File: config.mk
export PLATFORM = sky130hd
export DESIGN_NAME = warmboot_ctrl
export DESIGN_NICKNAME = d
export VERILOG_FILES = /design/src/rtl/warmboot_pkg.sv /design/src/rtl/wb_cycle_counter.sv /design/src/rtl/warmboot_ctrl.sv
export SDC_FILE = /design/constraint.sdc
export NUM_CORES = 1
export LEC_CHECK = 0
export ABC_AREA = 1
export CELL_PAD_IN_SITES_DETAIL_PLACEMENT = 0
export CELL_PAD_IN_SITES_GLOBAL_PLACEMENT = 1
export CORE_ASPECT_RATIO = 0.5
export CORE_MARGIN = 2
export CORE_UTILIZATION = 38
export CTS_CLUSTER_DIAMETER = 200
export CTS_CLUSTER_SIZE = 16
export DETAILED_ROUTE_END_ITERATION = 10
export PLACE_DENSITY_LB_ADDON = 0.1
export SLEW_MARGIN = 20
export SYNTH_ARGS = -nofsm -noshare
export SYNTH_HDL_FRONTEND = slang
export SYNTH_SLANG_ARGS = --single-unit
File: constraint.sdc
create_clock -name CLK -period 3 [get_ports CLK]
set_clock_uncertainty 0.2 [all_clocks]
set_input_delay 0.45 -clock CLK [delete_from_list [all_inputs] [get_ports CLK]]
set_output_delay 0.45 -clock CLK [all_outputs]
set_load 0.03 [all_outputs]
File: src/rtl/warmboot_pkg.sv
// Shared definitions for the warmboot controller.
//   wb_state_e : controller state encoding
//   SLOT_W     : width of a bitstream slot number
//   cnt_width  : bits needed to hold a cycle count up to a given value
//   max3       : largest of three cycle-count parameters
package warmboot_pkg;

  localparam int SLOT_W = 4;

  typedef enum logic [2:0] {
    S_UNCONF,
    S_RUN,
    S_HOLD,
    S_REQ,
    S_LOAD,
    S_POST,
    S_FAIL
  } wb_state_e;

  function automatic int unsigned max3(input int unsigned a, input int unsigned b,
                                       input int unsigned c);
    int unsigned m;
    m = a;
    if (b > m) m = b;
    if (c > m) m = c;
    return m;
  endfunction

  function automatic int cnt_width(input int unsigned max_val);
    if (max_val < 2) return 1;
    return $clog2(longint'(max_val) + 64'd1);
  endfunction

endpackage

File: src/rtl/wb_cycle_counter.sv
// Shared cycle counter for the warmboot controller.
//   clk, reset  : clock, synchronous active-high reset (count -> 0)
//   load        : load load_value this cycle (highest priority)
//   up          : 1 = saturating up-count (timeout), 0 = down-count to 0
//   load_value  : value loaded on state entry
//   count       : current count
//   tc          : terminal count, high while count == 0
module wb_cycle_counter #(
  parameter int W = 8
) (
  input  logic         clk,
  input  logic         reset,
  input  logic         load,
  input  logic         up,
  input  logic [W-1:0] load_value,
  output logic [W-1:0] count,
  output logic         tc
);

  // Both directions stop at their end value instead of wrapping.
  always_ff @(posedge clk) begin
    if (reset) begin
      count <= '0;
    end else if (load) begin
      count <= load_value;
    end else if (up) begin
      if (count != '1) count <= count + 1'b1;
    end else begin
      if (count != '0) count <= count - 1'b1;
    end
  end

  assign tc = (count == '0);

endmodule

File: src/rtl/warmboot_ctrl.sv
// Warmboot controller: sequences fabric reset, a bitstream load request with one
// fallback retry, and post-load reset release.
//   CLK, reset      : clock, synchronous active-high reset
//   BOOT_top        : warmboot request from the fabric (rising edge, RUN only)
//   SLOT_top        : requested slot, captured on the accepted edge
//   RESET_top       : fabric user-logic reset (high everywhere except RUN)
//   CONFIGURED_top  : fabric holds a valid configuration (high only in RUN)
//   boot_req/ack    : load request handshake to the configuration loader
//   boot_slot       : slot to load
//   config_done/err : single-cycle load result pulses
//   fail            : sticky, fallback load also failed
//   fsm_state       : current controller state, for observation
module warmboot_ctrl
  import warmboot_pkg::*;
#(
  parameter int unsigned       RESET_CYCLES      = 16,
  parameter int unsigned       POST_RESET_CYCLES = 8,
  parameter int unsigned       TIMEOUT_CYCLES    = 1048576,
  parameter logic [SLOT_W-1:0] FALLBACK_SLOT     = 4'd0
) (
  input  logic              CLK,
  input  logic              reset,
  input  logic              BOOT_top,
  input  logic [SLOT_W-1:0] SLOT_top,
  output logic              RESET_top,
  output logic              CONFIGURED_top,
  output logic              boot_req,
  output logic [SLOT_W-1:0] boot_slot,
  input  logic              boot_ack,
  input  logic              config_done,
  input  logic              config_error,
  output logic              fail,
  output wb_state_e         fsm_state
);

  localparam int CW = cnt_width(max3(RESET_CYCLES, POST_RESET_CYCLES, TIMEOUT_CYCLES));
  // Down-counts load N-1 so the state lasts exactly N cycles; the timeout
  // up-count starts at 0 on LOAD entry, so LOAD lasts at most TIMEOUT_CYCLES.
  localparam logic [CW-1:0] HOLD_LOAD    = CW'(RESET_CYCLES - 1);
  localparam logic [CW-1:0] POST_LOAD    = CW'(POST_RESET_CYCLES - 1);
  localparam logic [CW-1:0] TIMEOUT_LAST = CW'(TIMEOUT_CYCLES - 1);

  wb_state_e       state, state_next;
  logic            boot_prev, retried;
  logic            boot_edge, timeout, load_fail;
  logic            capture, retry, give_up;
  logic            cnt_load, cnt_up, tc;
  logic [CW-1:0]   cnt_value, count;

  assign boot_edge = BOOT_top & ~boot_prev;
  assign timeout   = (count == TIMEOUT_LAST);
  assign load_fail = config_error | timeout;

  always_ff @(posedge CLK) begin
    if (reset) state <= S_UNCONF;
    else       state <= state_next;
  end

  // Handshake: boot_req is high for the whole of REQ; the cycle in which
  // boot_ack is sampled high is the last REQ cycle and LOAD follows.
  always_comb begin
    state_next = state;
    capture    = 1'b0;
    retry      = 1'b0;
    give_up    = 1'b0;
    case (state)
      S_UNCONF: if (config_done) state_next = S_POST;
      S_RUN: begin
        if (boot_edge) begin
          capture    = 1'b1;
          state_next = S_HOLD;
        end
      end
      S_HOLD: if (tc) state_next = S_REQ;
      S_REQ:  if (boot_ack) state_next = S_LOAD;
      S_LOAD: begin
        // Error wins over a simultaneous done.
        if (load_fail) begin
          if (retried) begin
            give_up    = 1'b1;
            state_next = S_FAIL;
          end else begin
            retry      = 1'b1;
            state_next = S_HOLD;
          end
        end else if (config_done) begin
          state_next = S_POST;
        end
      end
      S_POST:  if (tc) state_next = S_RUN;
      S_FAIL:  state_next = S_FAIL;
      default: state_next = S_UNCONF;
    endcase
  end

  always_comb begin
    cnt_value = '0;
    case (state_next)
      S_HOLD:  cnt_value = HOLD_LOAD;
      S_POST:  cnt_value = POST_LOAD;
      default: cnt_value = '0;
    endcase
  end

  assign cnt_load = (state_next != state);
  assign cnt_up   = (state == S_LOAD);

  wb_cycle_counter #(.W(CW)) u_counter (
    .clk        (CLK),
    .reset      (reset),
    .load       (cnt_load),
    .up         (cnt_up),
    .load_value (cnt_value),
    .count      (count),
    .tc         (tc)
  );

  // History resets high so a request held through reset is not an edge.
  always_ff @(posedge CLK) begin
    if (reset) begin
      boot_prev <= 1'b1;
      boot_slot <= '0;
      retried   <= 1'b0;
      fail      <= 1'b0;
    end else begin
      boot_prev <= BOOT_top;
      if (capture) boot_slot <= SLOT_top;
      if (retry) begin
        boot_slot <= FALLBACK_SLOT;
        retried   <= 1'b1;
      end
      if (give_up) fail <= 1'b1;
      if (state_next == S_RUN && state != S_RUN) retried <= 1'b0;
    end
  end

  assign RESET_top      = (state != S_RUN);
  assign CONFIGURED_top = (state == S_RUN);
  assign boot_req       = (state == S_REQ);
  assign fsm_state      = state;

endmodule

==> flow_summary.yaml <==
global_routing:
  grt_max_degree: 23
  grt_pass1_wl_um: 12900
  grt-ovfl-total: 0
  antenna_found_initial: 0
  track_usage_pct: 21.8
  grt_pass1_vias: 2601
clocking:
  cts_buffer_depth: 2
  cts_buffers: 5
  clkTransAtPathRegs_ns: 0.05
  root_buffer: "clkbuf_16"
  htreeDepth: 2
  cts_tree: "done"
  ctsHoldBuffers: 0
  clock_sinks: 31
  clkLatencyLatePin_ns: 0.28
logic_synthesis:
  synth_area_leaders: "dfxtp_1 23%, nand2_1 14%, ha_1 9.0%, a21oi_1 7.9%, nand4_1 6.9%"
  ys_types: 32
  yosysSeqAreaShare_pct: 23.5
  synth_top_area_share_pct: 23.5
  synth.top_cells.by_count: "99 x nand2_1, 45 x inv_1, 44 x nor2_1"
  postSynthNetCount: 442
  synth_flop_cell: "dfxtp_1"
  synth.avg_cell_area_sq_um: 6.42
  yosysWarningCount: 0
  synth_most_common_cell: "nand2_1"
  synth_top_cell_by_area: "dfxtp_1"
  netlist_instances: 412
  async_flop_share_pct: 0
  syn_area_sq_mm: 0.00265
  synth_seq_cells: 31
  synth-edff-count: 0
finish:
  finalNonFillerCells: 539
  drive_above_1_share_pct: 13.9
  synthToLayoutAreaGrowth_pct: 24.5
  fillers: 728
  fin_nets: 476
  antenna_cells: 0
timing:
  period_needed_ns: 2.84
  finalHoldViolCount: 0
  slew_headroom_pct: 61.9
  setup_viol: 0
  max_freq_mhz: 352
  period_share_pct: 94.7
  worst_pin_slew_ns: 0.566
  slew_violations: 0
  rsz0062_at_grt: "no"
  setup_ws_ns: 0.158
floorplanning:
  die_height_um: 63.0
  io_pins: 21
  dieWidth_um: 122
  dieArea_sq_mm: 0.00768
  rows: 21
  coreArea_sq_mm: 0.00670
  start_util_pct: 39.5
run:
  cap_violations: 0
route:
  drc: 0
  dr.pass1.iters: 4
  routed_wl_um: 8190
  drtIter0Drc: 170
  avgRoutedWirePerCell_um: 15.2
  routed_via_density: 5.30
  num_vias: 2858
  drtAntennaViolNets: 0
placement:
  dp.cells: 527
  portBuffers: 20
  dpl.hpwl_um: 6120
  place.gp.congestion: 0.907
  dp_slack_ns: 0.0584
worst_setup_path:
  crit_arrival_ns: 2.85
  cp-start-kind: "flop"
  reg2regPathDepth: 14
  critPathMaxFanout: 13
  r2r_setup_slack_ns: 0.16
  crit_path_end_kind: "flop"
  rr_endpoint: "u_counter.count[20]"
  r2r-start: "fsm_state[0]"
  timing_worst_setup_path_type: "reg2reg"
  required_ns: 3.00
worst_hold_path:
  whs_path_depth: 2
  min_path_type: "reg2reg"
  holdCritStartpoint: "boot_slot[2]"
  hold_end: "boot_slot[2]"
outcome:
  outcome: "finished clean"
worst max-delay path, cell delays in order, from the launching register on:
cell and delay (ns):
dfxtp_1 0.31, nor2_1 0.14, inv_1 0.09, nor2_4 0.15
clkinvlp_4 0.19, buf_12 0.20, ha_1 0.39, nand4_1 0.17
nor3_1 0.29, nand4_1 0.17, nand3_1 0.12, nand3_1 0.07
nand2_1 0.06, nand4_1 0.07, a21oi_1 0.15
per-layer routing:
metal	global-route usage (%)	vias to the layer above	wire length, um
li1	-	1447	-
met1	29.8	1332	3990
met2	35.6	71	3650
met3	4.47	8	481
met4	4.31	0	66
met5	0	-	0
kinds of logic (layout without fill, tap and decap cells):
family,after synthesis,count (layout),share of synthesized area [%]
simple gates,211,211,36.3
compound gates,76,76,16.0
buf+inv,57,92,8.80
flops,31,31,23.5
fa+ha+maj,20,20,9.74
xor+xnor,17,17,5.63
flip-flops by register name, summed over array words and instances, names as in the netlist:
name,flops
boot_prev,1
boot_slot,4
fail,1
fsm_state,3
retried,1
u_counter.count,21
worst max path at each step:
stage,from,endpoint,slack (ns),cells past startpoint
2_1_floorplan,fsm_state[1],u_counter.count[14],-0.03,15
3_3_place_gp,fsm_state[0],u_counter.count[14],0.09,15
3_5_place_dp,fsm_state[0],u_counter.count[14],0.06,15
4_1_cts,fsm_state[0],u_counter.count[14],0.02,15
5_1_grt,fsm_state[0],u_counter.count[20],0.007,14
6_report,fsm_state[0],u_counter.count[20],0.16,14
per-stage QoR:
| step | setup TNS, ns | hold WS, ns | utilization [%] | instance area, sq um |
|---|---|---|---|---|
| 5_1_grt | 0 | 0.287 | 49.2 | 3290 |
| 2_1_floorplan | -0.0489 | 0.249 | - | 2650 |
| 4_1_cts | 0 | 0.267 | 47.4 | 3170 |
| 3_5_place_dp | 0 | 0.256 | 45.0 | 3020 |
| 3_3_place_gp | 0 | 0.249 | 45.0 | 3020 |
| 6_report | 0 | 0.268 | 49.2 | 3290 |
final cells by class:
cell class	count	area (sq um)	area share, %
Sequential cell	31	621	18.8
Clock buffer	8	156	4.75
Multi-Input combinational cell	324	1880	57.1
Timing Repair inverter	1	7.51	0.228
Tap cell	92	115	3.50
Inverter	47	180	5.47
Timing Repair Buffer	36	333	10.1
layout by cell type, fill, tap and decap left out, types with 5 or more instances in the layout:
cell type,instances
buf_4,15
o21ai_0,16
nand4_1,29
dfxtp_1,31
nor2_2,5
xor2_1,11
ha_1,12
nand2_1,96
a21oi_1,39
nand3_1,23
xnor2_1,6
a21oi_2,7
clkbuf_16,5
clkdlybuf4s50_1,20
nor2_1,41
inv_1,44
what timing repair did:
item,in CTS,in global routing
setup endpoints to repair,0,14
resized for setup,0,25
buffers inserted,0,3
Power is left out: the tool's default activity adds up to more than one toggle a clock period on the data nets, which glitch-free logic cannot reach.
